## src/rtl/player_move_ctrl_pkg.sv

```systemverilog
// Shared maze geometry, PS/2 key codes, direction encoding and movement FSM states.
// Wall ROM cells are addressed as {row, col}, so COLS is expected to stay 32.
package maze_pkg;

    localparam int COLS    = 32;
    localparam int ROWS    = 24;
    localparam int CELL_PX = 20;
    localparam int TIMER_W = 27;

    localparam logic [8:0] KEY_UP    = 9'h175;
    localparam logic [8:0] KEY_W     = 9'h01D;
    localparam logic [8:0] KEY_DOWN  = 9'h172;
    localparam logic [8:0] KEY_S     = 9'h01B;
    localparam logic [8:0] KEY_LEFT  = 9'h16B;
    localparam logic [8:0] KEY_A     = 9'h01C;
    localparam logic [8:0] KEY_RIGHT = 9'h174;
    localparam logic [8:0] KEY_D     = 9'h023;

    typedef enum logic [1:0] {
        DIR_UP    = 2'd0,
        DIR_DOWN  = 2'd1,
        DIR_LEFT  = 2'd2,
        DIR_RIGHT = 2'd3
    } dir_t;

    typedef enum logic [2:0] {
        IDLE,
        LOOKUP,
        WAIT,
        CHECK,
        HOLD
    } state_t;

endpackage

```

## src/rtl/player_move_ctrl_if.sv

```systemverilog
// Wall ROM read port: address + read strobe out, wall bit back one cycle after the strobe.
interface player_move_ctrl_if;
    logic [9:0] wall_addr;
    logic       wall_rd;
    logic       wall_data;

    modport master (output wall_addr, output wall_rd, input wall_data);
    modport slave  (input wall_addr, input wall_rd, output wall_data);
endinterface

```

## src/rtl/player_move_ctrl_timer.sv

```systemverilog
// Typematic timer: fires INIT_DELAY_CYCLES active cycles after clear, then every REPEAT_CYCLES.
// Counts only while active; the count restarts on each fire.
module key_repeat_timer
    import maze_pkg::*;
#(
    parameter int INIT_DELAY_CYCLES = 30_000_000,
    parameter int REPEAT_CYCLES     = 10_000_000
) (
    input  logic clk,
    input  logic rst,
    input  logic clear,
    input  logic active,
    output logic fire
);

    logic [TIMER_W-1:0] cnt;
    logic [TIMER_W-1:0] limit;
    logic               first;

    assign limit = first ? TIMER_W'(INIT_DELAY_CYCLES) : TIMER_W'(REPEAT_CYCLES);
    assign fire  = active && (cnt == limit);

    always_ff @(posedge clk or posedge rst) begin
        if (rst) begin
            cnt   <= '0;
            first <= 1'b1;
        end else if (clear) begin
            cnt   <= '0;
            first <= 1'b1;
        end else if (fire) begin
            cnt   <= '0;
            first <= 1'b0;
        end else if (active) begin
            cnt   <= cnt + 1'b1;
        end
    end

endmodule

```

## src/rtl/player_move_ctrl.sv

```systemverilog
// Held direction keys -> wall-checked single-cell steps; key to move pulse is 4 cycles.
// Define WRAP_EN to wrap off-grid steps to the opposite edge instead of bumping.
module player_move_ctrl
    import maze_pkg::*;
#(
    parameter int COLS              = maze_pkg::COLS,
    parameter int ROWS              = maze_pkg::ROWS,
    parameter int START_ROW         = 1,
    parameter int START_COL         = 1,
    parameter int INIT_DELAY_CYCLES = 30_000_000,
    parameter int REPEAT_CYCLES     = 10_000_000
) (
    input  logic                      clk,
    input  logic                      rst,
    input  logic                      enable,
    input  logic                      restart,
    input  logic [511:0]              key_down,
    player_move_ctrl_if.master        wall,
    output logic [4:0]                row,
    output logic [4:0]                column,
    output logic [1:0]                dir,
    output logic                      move,
    output logic                      bump
);

    state_t     state_q, state_n;
    dir_t       dir_q, dir_n;
    logic [4:0] row_n, col_n, t_row, t_col;
    logic [9:0] addr_q, addr_n;
    logic       rd_q, rd_n, move_n, bump_n;
    logic       k_up, k_dn, k_lf, k_rt, any_key;
    logic       at_edge, blocked_edge, fire;
    dir_t       prio;

    assign k_up    = key_down[KEY_UP]    | key_down[KEY_W];
    assign k_dn    = key_down[KEY_DOWN]  | key_down[KEY_S];
    assign k_lf    = key_down[KEY_LEFT]  | key_down[KEY_A];
    assign k_rt    = key_down[KEY_RIGHT] | key_down[KEY_D];
    assign any_key = k_up | k_dn | k_lf | k_rt;

    always_comb begin
        prio = DIR_RIGHT;
        if (k_up)      prio = DIR_UP;
        else if (k_dn) prio = DIR_DOWN;
        else if (k_lf) prio = DIR_LEFT;
    end

    // Candidate cell always wraps; blocked_edge decides whether the wrap is allowed.
    always_comb begin
        t_row   = row;
        t_col   = column;
        at_edge = 1'b0;
        case (dir_q)
            DIR_UP: begin
                at_edge = (row == '0);
                t_row   = at_edge ? 5'(ROWS - 1) : row - 1'b1;
            end
            DIR_DOWN: begin
                at_edge = (row == 5'(ROWS - 1));
                t_row   = at_edge ? '0 : row + 1'b1;
            end
            DIR_LEFT: begin
                at_edge = (column == '0);
                t_col   = at_edge ? 5'(COLS - 1) : column - 1'b1;
            end
            default: begin
                at_edge = (column == 5'(COLS - 1));
                t_col   = at_edge ? '0 : column + 1'b1;
            end
        endcase
    end

`ifdef WRAP_EN
    logic unused_edge;
    assign unused_edge  = at_edge;
    assign blocked_edge = 1'b0;
`else
    assign blocked_edge = at_edge;
`endif

    always_comb begin
        state_n = state_q;
        dir_n   = dir_q;
        row_n   = row;
        col_n   = column;
        addr_n  = addr_q;
        rd_n    = 1'b0;
        move_n  = 1'b0;
        bump_n  = 1'b0;
        if (restart) begin
            state_n = IDLE;
            row_n   = 5'(START_ROW);
            col_n   = 5'(START_COL);
        end else if (!enable) begin
            state_n = IDLE;
        end else begin
            case (state_q)
                IDLE: if (any_key) begin
                    dir_n   = prio;
                    state_n = LOOKUP;
                end
                LOOKUP: if (blocked_edge) begin
                    bump_n  = 1'b1;
                    state_n = HOLD;
                end else begin
                    rd_n    = 1'b1;
                    addr_n  = {t_row, t_col};
                    state_n = WAIT;
                end
                WAIT: state_n = CHECK;
                CHECK: begin
                    // Row, column and dir are unchanged since LOOKUP, so t_row/t_col still name the probed cell.
                    if (wall.wall_data) begin
                        bump_n = 1'b1;
                    end else begin
                        move_n = 1'b1;
                        row_n  = t_row;
                        col_n  = t_col;
                    end
                    state_n = HOLD;
                end
                HOLD: if (!any_key) begin
                    state_n = IDLE;
                end else if (fire) begin
                    dir_n   = prio;
                    state_n = LOOKUP;
                end
                default: state_n = IDLE;
            endcase
        end
    end

    always_ff @(posedge clk or posedge rst) begin
        if (rst) begin
            state_q <= IDLE;
            dir_q   <= DIR_UP;
            row     <= 5'(START_ROW);
            column  <= 5'(START_COL);
            addr_q  <= '0;
            rd_q    <= 1'b0;
            move    <= 1'b0;
            bump    <= 1'b0;
        end else begin
            state_q <= state_n;
            dir_q   <= dir_n;
            row     <= row_n;
            column  <= col_n;
            addr_q  <= addr_n;
            rd_q    <= rd_n;
            move    <= move_n;
            bump    <= bump_n;
        end
    end

    key_repeat_timer #(
        .INIT_DELAY_CYCLES (INIT_DELAY_CYCLES),
        .REPEAT_CYCLES     (REPEAT_CYCLES)
    ) u_timer (
        .clk    (clk),
        .rst    (rst),
        .clear  (state_n == IDLE),
        .active (state_q == HOLD),
        .fire   (fire)
    );

    assign wall.wall_addr = addr_q;
    assign wall.wall_rd   = rd_q;
    assign dir            = dir_q;

endmodule

```

## src/flat_wrapper.sv

```systemverilog
// flat-port wrapper written by rule: the top's interface ports become plain ports
module player_move_ctrl_flat import maze_pkg::*;
#(
    parameter int COLS              = maze_pkg::COLS,
    parameter int ROWS              = maze_pkg::ROWS,
    parameter int START_ROW         = 1,
    parameter int START_COL         = 1,
    parameter int INIT_DELAY_CYCLES = 30_000_000,
    parameter int REPEAT_CYCLES     = 10_000_000
)
  (clk, rst, enable, restart, key_down, row, column, dir, move, bump, wall_wall_addr, wall_wall_rd, wall_wall_data);
  player_move_ctrl_if wall_i ();
  input  logic clk;
  input  logic rst;
  input  logic enable;
  input  logic restart;
  input  logic [511:0] key_down;
  output logic [4:0] row;
  output logic [4:0] column;
  output logic [1:0] dir;
  output logic move;
  output logic bump;
  output wire logic [$bits(wall_i.wall_addr)-1:0] wall_wall_addr;
  output wire logic [$bits(wall_i.wall_rd)-1:0] wall_wall_rd;
  input wire logic [$bits(wall_i.wall_data)-1:0] wall_wall_data;
  assign wall_wall_addr = wall_i.wall_addr;
  assign wall_wall_rd = wall_i.wall_rd;
  assign wall_i.wall_data = wall_wall_data;
  player_move_ctrl #(.COLS(COLS), .ROWS(ROWS), .START_ROW(START_ROW), .START_COL(START_COL), .INIT_DELAY_CYCLES(INIT_DELAY_CYCLES), .REPEAT_CYCLES(REPEAT_CYCLES)) u_core (.clk(clk), .rst(rst), .enable(enable), .restart(restart), .key_down(key_down), .wall(wall_i), .row(row), .column(column), .dir(dir), .move(move), .bump(bump));
endmodule
```

## config.mk

```make
export PLATFORM = sky130hd
export DESIGN_NAME = player_move_ctrl_flat
export DESIGN_NICKNAME = d
export VERILOG_FILES = /design/src/rtl/player_move_ctrl_pkg.sv /design/src/rtl/player_move_ctrl_if.sv /design/src/rtl/player_move_ctrl_timer.sv /design/src/rtl/player_move_ctrl.sv /design/src/flat_wrapper.sv
export SDC_FILE = /design/constraint.sdc
export NUM_CORES = 1
export LEC_CHECK = 0
export CORE_AREA = 2 2 212 214
export CTS_BUF_LIST = sky130_fd_sc_hd__clkbuf_16
export CTS_CLUSTER_DIAMETER = 120
export DETAILED_ROUTE_END_ITERATION = 12
export DIE_AREA = 0 0 214 216
export GPL_ROUTABILITY_DRIVEN = 0
export PLACE_DENSITY = 0.33
export RECOVER_POWER = 100
export SETUP_SLACK_MARGIN = 0.05
export SLEW_MARGIN = 20
export SYNTH_ARGS = -nofsm -noshare
export SYNTH_HDL_FRONTEND = slang
export SYNTH_HIERARCHICAL = 1
export SYNTH_SLANG_ARGS = --single-unit
```

## constraint.sdc

```tcl
create_clock -name clk -period 6.3 [get_ports clk]
set_input_delay 1.89 -clock clk [delete_from_list [all_inputs] [get_ports clk]]
set_output_delay 1.89 -clock clk [all_outputs]
set_load 0.02 [all_outputs]
```

======== After elaboration in Yosys (flattened, before gate mapping) ========
Cells that the tools add are included.
word-level totals
  register bits after elaboration ......... 56
  output and inout port bits .............. 25
  word-level logic and storage cells ...... 100
cells by class
  $add $sub $neg .......................... 5
  equality and inequality tests ........... 13
  muxes and demuxes ....................... 48
  bitwise logic cells ..................... 9
  reduce and logical (&&, ||, !) cells .... 15
operators with widths
  kind                                                    count
  2-to-1 mux 27 bit                                       3
  2-to-1 mux 5 bit                                        12
  adder 27 x 1 -> 27 bit (second input constant)          1
  equality test 27 bit                                    1
  2-to-1 mux 25 bit                                       1
  one-hot mux 5 bit (2 select lines)                      2
  2-to-1 mux 3 bit                                        6
  2-to-1 mux 1 bit                                        15
  one-hot mux 3 bit (5 select lines)                      1
  adder 5 x 1 -> 5 bit (second input constant)            2
  equality test 5 bit (second input constant)             2
  zero test 5 bit                                         2
  2-to-1 mux 2 bit                                        5
  subtractor 5 x 1 -> 5 bit (second input constant)       2
  nonzero test 2 bit                                      4
  bitwise OR 1 bit                                        7
  equality test 3 x 2 -> 1 bit (second input constant)    2
  zero test 3 bit                                         2
  inequality test 2 x 1 -> 1 bit (second input constant)  3
  AND reduction 6 bit                                     1
  one-hot mux 2 bit (2 select lines)                      1
  AND reduction 4 bit                                     1
  equality test 3 x 1 -> 1 bit (second input constant)    1
  equality test 3 bit (second input constant)             1
  other kinds (11)                                        12

======== Logic depth before layout (Yosys ltp) ========
Gate-level depths: netlist of the first run.
  depth after elaboration ................. 10
  gate-level depth with buffers ........... 9
  gate-level depth less buffers ........... 8

======== Modules after synthesis ========
Netlist of the first run, hierarchy kept.
modules (own cells, without submodules)
  module            instances  cells each  area an instance (µm²)  seq. area each (µm²)
  player_move_ctrl  1          192         1890.6                  703.2
  key_repeat_timer  1          170         1629.1                  701.9

======== Least setup slack after synthesis of the first run ========
OpenSTA, ideal clock, no wires.
  path kind ............................... input port to flip-flop
  start ................................... in key_down[29]
  end ..................................... reg u_core.u_timer.cnt[23]
  arrival time ............................ 3.004 ns
  data required time ...................... 6.170 ns
  slack ................................... 3.166 ns
  stages on the path ...................... 7
  buffers on the path ..................... 1
  cells stage by stage .................... nor4_1 -> nand3_1 -> nand3b_1 -> inv_1 -> o41ai_4 -> buf_6 -> a21oi_1
between the ends
  word-level cells in the longest chain between the ends .. 10
  elaborated cells on any way between the ends .. 12
  classes of those cells .................. 6 x mux; 4 x bitwise; 2 x reduce/logical
RTL lines
  what                                                               RTL line                                         source
  start, declared                                                    flat_wrapper.sv:17                               input logic [511:0] key_down;
  bitwise OR 1 bit *                                                 player_move_ctrl.sv:35                           assign k_up = key_down[KEY_UP] | key_down[KEY_W];
  bitwise OR 1 bit * (3 in series)                                   player_move_ctrl.sv:39                           assign any_key = k_up | k_dn | k_lf | k_rt;
  2-to-1 mux 3 bit (on tied branches)                                player_move_ctrl.sv:122, player_move_ctrl.sv:98
  one-hot mux 3 bit (5 select lines) *                               player_move_ctrl.sv:97                           case (state_q)
  2-to-1 mux 3 bit *                                                 player_move_ctrl.sv:94                           end else if (!enable) begin
  2-to-1 mux 3 bit *                                                 player_move_ctrl.sv:90                           if (restart) begin
  zero test 3 bit *                                                  player_move_ctrl.sv:161                          .clear (state_n == IDLE),
  nonzero test 3 bit (no line) or 2-to-1 mux 27 bit (tied branches)  -
  end signal, assigned                                               player_move_ctrl_timer.sv:34                     cnt <= cnt + 1'b1;
  end, declared                                                      player_move_ctrl_timer.sv:16                     logic [TIMER_W-1:0] cnt;
Every way passes the cells marked *; elsewhere a longest branch is shown, timed or not.
A chain may end at the register's enable or synchronous reset.

======== Worst setup path after layout of the first run ========
  start ................................... reg u_core.dir_q[1], in the netlist u_core/dir[1]
  end ..................................... out dir[1]
RTL lines
  what                    RTL line                 source
  start, declared         player_move_ctrl.sv:27   dir_t dir_q, dir_n;
  start signal, assigned  player_move_ctrl.sv:145  dir_q <= dir_n;
  end, declared           flat_wrapper.sv:20       output logic [1:0] dir;
No word-level cell between the ends.

==> metrics, run 1 <==
Die Height 216 microns; Post-CTS Setup Bufs 0; crit path kind flip-flop to output port; Slew HR -0.543; failing checks capacitance limit, slew limit; cell area after synthesis approximately 0.0035 sq mm; DPL Wire Length 7160 microns; crit path time final approximately 4400 ps; port bufs 37; CP top delay family buffers and inverters; post-synthesis async set-or-reset flop share 1.00; max frequency around 0.23 GHz; Syn Nets roughly 890; final setup fails 0; crit path DAT between 2000 and 2500 ps; Design Power ~880 uW; total number of vias ~2900; Seq cells post-synth 56; outcome complete, but fails checks; Cell Area, Placed 0.00455 sq mm; layout cells sized above 1 0.0734; Final nets 920; CP endpoint kind output port; final hold vios 0; worst min-delay path category flip-flop to flip-flop; Die ar. between 0.04 and 0.05 sq mm; Finished Core Util 0.106; most frequent cells in the layout dfrtp_1 (53), dlygate4sd3_1 (27), nor2_1 (26); synth-to-layout area growth 31.7%; largest net degree at the start of global routing 34; Mapped Cells roughly 360; prevailing post-synth register cell dfrtp_1; register area share after synthesis 0.399; Routed Antenna Nets 0; Final period util 0.696; vias in the first global route a little under 3000; total gr overflow 0; DRC errors left 0; largest stage delay on the critical path around 1000 ps; CTS Sinks 56; Worst-Margin Slew between 2000 and 2500 ps; post-route cell area 0.00464 sq mm; All-Layer GR Usage 0.0448; post_cts resized 0; synthesized area per cell approximately 10 sq um; final wirelength between 10000 and 15000 microns; Power Dens Cells 190 mW/mm^2; Initial Util 0.0803; Max-Cap Viols 3; core area about 0.044 sq mm; Vias/cell about 2.9; setup_tns 0 ps; Site Rows 77; hold-fix buffer count after cts 0; Die X around 210 microns; DR iter-0 viols 158; Worst Path Required roughly 4400 ps; CP max-delay cell clkbuf_1; htree depth 2; crit start category flip-flop; wire per inst around 10 microns; CTS tree built; initial antenna violation count 1; first-pass GRT wire length approximately 17000 microns; clock-pin slew on the worst setup and hold paths 80 ps; Netlist cell types 71; Pre-Repair DR Iteration Count 4; Top Ports ~540; Worst VDD drop about 0.10 mV; Post-synth EDFFs 0; Yosys Warn Count 6; antenna cells 0; Buf/Inv on CP 2; critical-path cell list clkbuf_1, clkdlybuf4s50_1; unrepaired setup endpoints after global routing no; Worst Path Max Fanout 33; worst skew pair latency a little over 300 ps; Worst Skew between 9 and 10 ps; TritonCTS Buffers 5; LEAKAGE around 1.6 nW; leading cell type in the layout, fill and taps excluded dfrtp_1; Final Max Tran Viols 71; smallest hold slack around 500 ps; Root Buffer clkbuf_16; CTS Buffer Depth 2
## state kept, by name, indices dropped and copies added, names as in the netlist
signal	flops
u_core/bump	1
u_core/row	5
u_core/u_timer/cnt	27
u_core/state_q	3
u_core/dir	2
u_core/move	1
u_core/wall.wall_rd	1
u_core/column	5
u_core/u_timer/first	1
u_core/wall.wall_addr	10
## worst paths after layout
kind	start	depth (start not counted)	endpoint	slack, ps
setup / recovery	u_core/dir[1]	2	dir[1]	1920
hold / removal	u_core/wall.wall_addr[1]	1	u_core/wall.wall_addr[1]	490
setup reg to reg	u_core/u_timer/cnt[18]	5	u_core/u_timer/cnt[8]	2300
hold reg to reg	u_core/wall.wall_addr[1]	1	u_core/wall.wall_addr[1]	490
max in group asynchronous	rst	3	u_core/bump	2640
min in group asynchronous	rst	3	u_core/u_timer/cnt[6]	2620
## worst register-to-register path, stage by stage (launching register included)
cell	delay, ps
dfrtp_1	470
nor4b_1	570
nand4_1	220
o41ai_1	1800
clkbuf_1	660
nor2_1	130
## layout make-up
| type | instances | area [sq um] |
|---|---|---|
| Inverter | 17 | 63.8 |
| Sequential cell | 56 | 1410 |
| Clock inverter | 3 | 23.8 |
| Multi-Input combinational cell | 271 | 1880 |
| Clock buffer | 5 | 125 |
| Fill cell | 5082 | 39200 |
| Tap cell | 592 | 741 |
| Timing Repair Buffer | 43 | 400 |
## power by group
part	leakage [nW]	total (mW)	switching (mW)	internal (mW)
registers	0.754	0.407	0.0234	0.384
logic	0.744	0.175	0.101	0.0740
clock network	0.0660	0.297	0.148	0.149
total	1.56	0.879	0.273	0.606
## synth_stat cells, types with 9 or more instances
library cell  instances  share of area
dfrtp_1              53           0.38
nor2_1               26          0.028
a21oi_1              23          0.033
nand2_1              17          0.018
inv_1                16          0.017
o21ai_0              16          0.023
nand4_1              14          0.025
nand3_1              13          0.018
ha_1                  9          0.032
nor4_1                9          0.016
or3_1                 9          0.016
xnor2_1               9          0.022
## through the flow
step	std cells	setup WS (ps)
floorplan	362	3170
global placement	979	2000
detailed placement	979	2000
CTS	987	2330
global route	987	1700
finish	987	1920
## layer usage
| layer | global-route usage | part of all wire | vias to the layer above |
|---|---|---|---|
| met1 | 0.0637 | 0.53 | 1374 |
| li1 | - | - | 1425 |
| met4 | 0.00979 | 0.0061 | 2 |
| met2 | 0.0668 | 0.43 | 47 |
| met3 | 0.0124 | 0.040 | 7 |
| met5 | 0 | 0.0012 | - |
## logic make-up (layout without fill, tap and decap cells)
family	count (synthesis)	after routing	share of synthesized area
and+or+nand+nor	155	155	0.274
buffers and inverters	35	68	0.0540
muxes	13	13	0.0448
AOI/OAI and AO/OA	78	78	0.156
DFF	56	56	0.399
xor gates and xnor gates	16	16	0.0398
adders and majority gates	9	9	0.0320
Power figures use the tool's default switching activity.
==> run 2: changes to the inputs <==
--- a/config.mk
+++ b/config.mk
@@ -5,13 +5,13 @@
 export SDC_FILE = /design/constraint.sdc
 export NUM_CORES = 1
 export LEC_CHECK = 0
-export CORE_AREA = 2 2 212 214
+export CORE_AREA = 2 2 211 213
 export CTS_BUF_LIST = sky130_fd_sc_hd__clkbuf_16
 export CTS_CLUSTER_DIAMETER = 120
 export DETAILED_ROUTE_END_ITERATION = 12
-export DIE_AREA = 0 0 214 216
+export DIE_AREA = 0 0 213 215
 export GPL_ROUTABILITY_DRIVEN = 0
-export PLACE_DENSITY = 0.33
+export PLACE_DENSITY = 0.34
 export RECOVER_POWER = 100
 export SETUP_SLACK_MARGIN = 0.05
 export SLEW_MARGIN = 20
==> constraint.sdc (replaced) <==
create_clock -name clk -period 3.62 [get_ports clk]
set_input_delay 1.086 -clock clk [delete_from_list [all_inputs] [get_ports clk]]
set_output_delay 1.086 -clock clk [all_outputs]
set_load 0.02 [all_outputs]
==> run 2 against run 1 <==
- the flow still finishes with violations (capacitance limit, slew limit)
- first-iteration DRC count is 20% higher
- sequential share of layout area decreased by 0.24 points
- global-route usage rose by 0.17 points
- largest power group unchanged
- critical path depth grew 7
==> metrics, run 2 (same netlist as run 1, synthesis figures left out) <==
r2r endpoint u_core/u_timer/cnt[10] (was u_core/u_timer/cnt[8]); worst r2r src u_core/state_q[1] (was u_core/u_timer/cnt[18]); max frequency ~0.34 GHz; crit path kind primary input to flip-flop (was flip-flop to output port); leading cell type in the layout, fill and taps excluded dfrtp_1 (unchanged); Power Dens Cells 322 mW/mm^2 (was 190 mW/mm^2); Finished Core Util 0.107 (was 0.106); pre-CTS WS 535 ps (was 2000 ps); Site Rows 77 (unchanged); crit path time final 2970 ps; Die X 213 microns (was 214 microns); Design Power 1.51 mW (was 879 uW); largest net degree at the start of global routing 29 (was 34); Final nets 925 (was 920); final wirelength 10300 microns (was 10200 microns); Slew HR -0.0999 (was -0.543); DR iter-0 viols 189 (was 158); cells on worst reg2reg path 6 (was 5); most frequent cells in the layout dfrtp_1 (53), dlygate4sd3_1 (27), nor2_1 (26) (unchanged); critical hold path startpoint u_core/wall.wall_addr[5] (was u_core/wall.wall_addr[1]); crit path DAT 3150 ps (was 2490 ps); synth-to-layout area growth 32.8% (was 31.7%); worst min-delay path category flip-flop to flip-flop (unchanged); CTS Sinks 56 (unchanged); Post-CTS Setup Bufs 0 (unchanged); Die ar. 0.0458 sq mm (was 0.0462 sq mm); LEAKAGE 1.60 nW (was 1.56 nW); CP endpoint kind flip-flop (was output port); vias in the first global route 2901 (was 2895); unrepaired setup endpoints after global routing no (unchanged); post_cts resized 0 (unchanged); clock-pin slew on the worst setup and hold paths 70 ps (was 80 ps); hold-fix buffer count after cts 0 (unchanged); Worst-Margin Slew 1650 ps (was 2280 ps); DRC errors left 0 (unchanged); total gr overflow 0 (unchanged); Routed Antenna Nets 0 (unchanged); CTS Buffer Depth 2 (unchanged); Vias/cell 2.94 (was 2.89); outcome complete, but fails checks (unchanged); setup_tns 0 ps (unchanged); Worst VDD drop 0.167 mV (was 0.105 mV); largest register by flop count u_core/u_timer/cnt (unchanged); final setup margin 649 ps (was 1920 ps); Worst Path Required 3800 ps (was 4410 ps); Initial Util 0.0806 (was 0.0803); Root Buffer clkbuf_16 (unchanged); Pre-Repair DR Iteration Count 7 (was 4); layout cells sized above 1 0.0802 (was 0.0734); Worst Skew 11.5 ps (was 9.21 ps); port bufs 37 (unchanged); Hold Path Depth 1 (unchanged); wire per inst 10.4 microns (was 10.3 microns); failing checks capacitance limit, slew limit (unchanged); Die Height 215 microns (was 216 microns); Top Ports 542 (unchanged); WHS Endpoint u_core/wall.wall_addr[5] (was u_core/wall.wall_addr[1]); initial antenna violation count 1 (unchanged); core area 0.0436 sq mm (was 0.0438 sq mm); crit start category primary input (was flip-flop); Worst Path Max Fanout 16 (was 33); total number of vias 2915 (was 2855); final setup fails 0 (unchanged); htree depth 2 (unchanged); TritonCTS Buffers 5 (unchanged); Layout fillers 4989 (was 5082); Final period util 0.821; worst skew pair latency 310 ps (about the same); DPL Wire Length 7230 microns (was 7160 microns); final hold vios 0 (unchanged); All-Layer GR Usage 0.0464 (was 0.0448); first-pass GRT wire length 16800 microns (was 16600 microns); Final Max Tran Viols 29 (was 71); FF-to-FF setup slack 710 ps (was 2300 ps); max reg flops 27 (unchanged); Max-Cap Viols 1 (was 3); CTS tree built (unchanged)
run 2: changes by cell type in the layout (fill, tap and decap cells not counted), sizes merged:
cell / delta
diode: +1
inv: +1
clkinvlp: -2
clkbuf: +2
buf: +3
run 2: worst max-delay path, cell delays in order:
cell and delay (ps):
clkdlybuf4s50_1 420, nor4_1 410, clkbuf_1 250, nand3_1 110, nand3b_1 90, inv_1 80, o41ai_4 140, clkbuf_2 470
nor2_1 100
run 2: final cells by class:
class,instances,area (sq um),share of cell area
clock inverters,2,8.76,0.00187
diodes,1,2.50,0.000535
flip-flops and latches,56,1410,0.301
clock buffers,5,125,0.0268
repair buffers,48,432,0.0924
inverters,17,63.8,0.0137
multi-input cells,271,1900,0.406
well taps,592,741,0.159
run 2: metrics by stage:
stage          area [sq um]  hold slack [ps]  cells
3_3_place_gp           4590              499    984
4_1_cts                4720              522    991
6_report               4670              487    992
5_1_grt                4670              525    991
2_1_floorplan          3520              477    362
3_5_place_dp           4590              491    984
run 2: how the worst max path moves through the flow:
stage             startpoint                     end  slack [ps]  cells past startpoint
6_report        key_down[28]  u_core/u_timer/cnt[10]         650                      9
3_3_place_gp    key_down[28]   u_core/u_timer/cnt[5]         520                      9
2_1_floorplan   key_down[29]  u_core/u_timer/cnt[23]        1290                      7
5_1_grt                  rst  u_core/u_timer/cnt[19]         410                      3
3_5_place_dp    key_down[28]   u_core/u_timer/cnt[7]         530                      9
4_1_cts        u_core/dir[1]                  dir[1]         790                      1
run 2: routing by layer:
| metal | vias up | GRT usage | wire (microns) |
|---|---|---|---|
| met5 | - | 0 | 0 |
| met4 | 0 | 0.0105 | 93 |
| met3 | 7 | 0.0129 | 516 |
| met2 | 58 | 0.0702 | 4520 |
| met1 | 1413 | 0.0650 | 5180 |
| li1 | 1437 | - | - |
run 2: power breakdown:
| group | switching (mW) | total (mW) | leakage (nW) | internal (mW) |
|---|---|---|---|---|
| clock | 0.239 | 0.489 | 0.0709 | 0.250 |
| combinational | 0.177 | 0.310 | 0.773 | 0.133 |
| sequential | 0.0392 | 0.707 | 0.754 | 0.668 |
| total | 0.456 | 1.51 | 1.60 | 1.05 |
==> run 3: changes to the inputs <==
--- a/config.mk
+++ b/config.mk
@@ -5,11 +5,11 @@
 export SDC_FILE = /design/constraint.sdc
 export NUM_CORES = 1
 export LEC_CHECK = 0
-export CORE_AREA = 2 2 211 213
+export CORE_AREA = 2 2 208 210
 export CTS_BUF_LIST = sky130_fd_sc_hd__clkbuf_16
 export CTS_CLUSTER_DIAMETER = 120
 export DETAILED_ROUTE_END_ITERATION = 12
-export DIE_AREA = 0 0 213 215
+export DIE_AREA = 0 0 210 212
 export GPL_ROUTABILITY_DRIVEN = 0
 export PLACE_DENSITY = 0.34
 export RECOVER_POWER = 100
==> constraint.sdc (replaced) <==
create_clock -name clk -period 3 [get_ports clk]
set_input_delay 0.9 -clock clk [delete_from_list [all_inputs] [get_ports clk]]
set_output_delay 0.9 -clock clk [all_outputs]
set_load 0.02 [all_outputs]
==> run 3 against run 2 <==
- the flow now finishes without violations
- hold slack lost 4.7 ps
- power grew 24%
- flip-flop and latch count is the same
- sequential power grew 20%
- largest power group unchanged
==> metrics, run 3 (same netlist as run 1, synthesis figures left out) <==
initial antenna violation count 0 (was 1); worst min-delay path category flip-flop to flip-flop (unchanged); Pre-Repair DR Iteration Count 4 (was 7); crit start category flip-flop (was primary input); CP max-delay cell dlygate4sd3_1 (was clkbuf_2); CTS Sinks 56 (unchanged); Max-Cap Viols 0 (was 1); outcome completed (was complete, but fails checks); CP endpoint kind output port (was flip-flop); post_cts resized 0 (unchanged); vias in the first global route 3114 (was 2901); final setup fails 0 (unchanged); largest net degree at the start of global routing 29 (unchanged); crit path time final 2550 ps; unrepaired setup endpoints after global routing no (unchanged); synth-to-layout area growth 33.0% (was 32.8%); hold-fix buffer count after cts 0 (unchanged); met1 usage 0.0706 (was 0.0650); DPL Wire Length 7490 microns (was 7230 microns); Vias/cell 3.08 (was 2.94); leading cell type in the layout, fill and taps excluded dfrtp_1 (unchanged); Worst Path Max Fanout 12 (was 16); clock-pin slew on the worst setup and hold paths 70 ps (about the same); Final nets 930 (was 925); Worst-Margin Slew 908 ps (was 1650 ps); first-pass GRT wire length 17800 microns (was 16800 microns); Initial Util 0.0828 (was 0.0806); Buf/Inv on CP 1 (was 4); smallest hold slack 483 ps (was 487 ps); Routed Antenna Nets 0 (unchanged); most frequent cells in the layout dfrtp_1 (53), dlygate4sd3_1 (27), nor2_1 (26) (unchanged); wire per inst 11.0 microns (was 10.4 microns); met3 GRT Util 0.0112 (was 0.0129); htree depth 2 (unchanged); Slew HR 0.393 (was -0.0999); DR iter-0 viols 176 (was 189); Top Ports 542 (unchanged); final hold vios 0 (unchanged); setup_tns 0 ps (unchanged); core area 0.0425 sq mm (was 0.0436 sq mm); CTS Buffer Depth 2 (unchanged); Die X 210 microns (was 213 microns); Site Rows 76 (was 77); Die ar. 0.0445 sq mm (was 0.0458 sq mm); Post-CTS Setup Bufs 0 (unchanged); DRC errors left 0 (unchanged); Power Dens Cells 398 mW/mm^2 (was 322 mW/mm^2); largest register by flop count u_core/u_timer/cnt (unchanged); CTS tree built (unchanged); All-Layer GR Usage 0.0499 (was 0.0464); final wirelength 10400 microns (was 10300 microns); CP top delay family buffers and inverters (unchanged); Worst VDD drop 0.224 mV (was 0.167 mV); port bufs 37 (unchanged); met2 usage 0.0785 (was 0.0702); Worst Path Required 2100 ps (was 3800 ps); LEAKAGE 1.62 nW (was 1.60 nW); max reg flops 27 (unchanged); critical-path cell list dlygate4sd3_1 (was clkdlybuf4s50_1, nor4_1, clkbuf_1, nand3_1, nand3b_1, inv_1, o41ai_4, clkbuf_2, nor2_1); GRT Max-Usage Layer met2 (unchanged); layout cells sized above 1 0.0988 (was 0.0802); antenna cells 0 (was 1); total gr overflow 0 (unchanged); Root Buffer clkbuf_16 (unchanged); Final period util 0.851; max frequency around 0.39 GHz; Worst Skew 10.3 ps (was 11.5 ps); crit path DAT 1650 ps (was 3150 ps); worst skew pair latency 310 ps (about the same); TritonCTS Buffers 5 (unchanged); Die Height 212 microns (was 215 microns); largest stage delay on the critical path 750 ps (was 470 ps); Final Max Tran Viols 0 (was 29); crit path kind flip-flop to output port (was primary input to flip-flop); total number of vias 2930 (was 2915)
run 3: stage by stage:
stage                     setup slack [ps]   util  cell area, sq um  total power, mW  std cells
after floorplan                        715      -              3520             1.10        362
after global placement                 149  0.108              4580             1.31        943
after detailed placement               170  0.108              4580             1.30        943
after CTS                              466  0.111              4730             1.96        951
after global routing                   206  0.110              4680             1.99        951
final                                  446  0.110              4680             1.86        951
run 3: report_power, final:
group / internal, mW / total [mW] / switching [mW]
Sequential: 0.806 / 0.849 / 0.0436
Combinational: 0.166 / 0.389 / 0.223
Clock: 0.313 / 0.624 / 0.311
Total: 1.28 / 1.86 / 0.578
run 3: cell type report:
type,instances,area [sq um]
Inverter,17,63.8
Clock buffer,5,125
Clock inverter,3,23.8
Timing Repair Buffer,53,478
Tap cell,546,683
Multi-Input combinational cell,271,1900
Fill cell,4842,37800
Sequential cell,56,1410
run 3: worst paths after layout:
path / start / endpoint / slack, ps / cells past startpoint
max in group asynchronous: rst / u_core/u_timer/cnt[25] / 1060 / 3
worst max register to register: u_core/column[1] / u_core/wall.wall_addr[9] / 590 / 8
min in group asynchronous: rst / u_core/u_timer/cnt[4] / 1120 / 2
worst min register to register: u_core/wall.wall_addr[5] / u_core/wall.wall_addr[5] / 480 / 1
worst max-delay path: u_core/row[2] / row[2] / 450 / 1
worst min-delay path: u_core/wall.wall_addr[5] / u_core/wall.wall_addr[5] / 480 / 1
run 3: metal layers:
| metal | part of all wire | up-vias |
|---|---|---|
| li1 | - | 1442 |
| met5 | 0 | - |
| met3 | 0.039 | 2 |
| met2 | 0.44 | 57 |
| met1 | 0.51 | 1429 |
| met4 | 0.0015 | 0 |
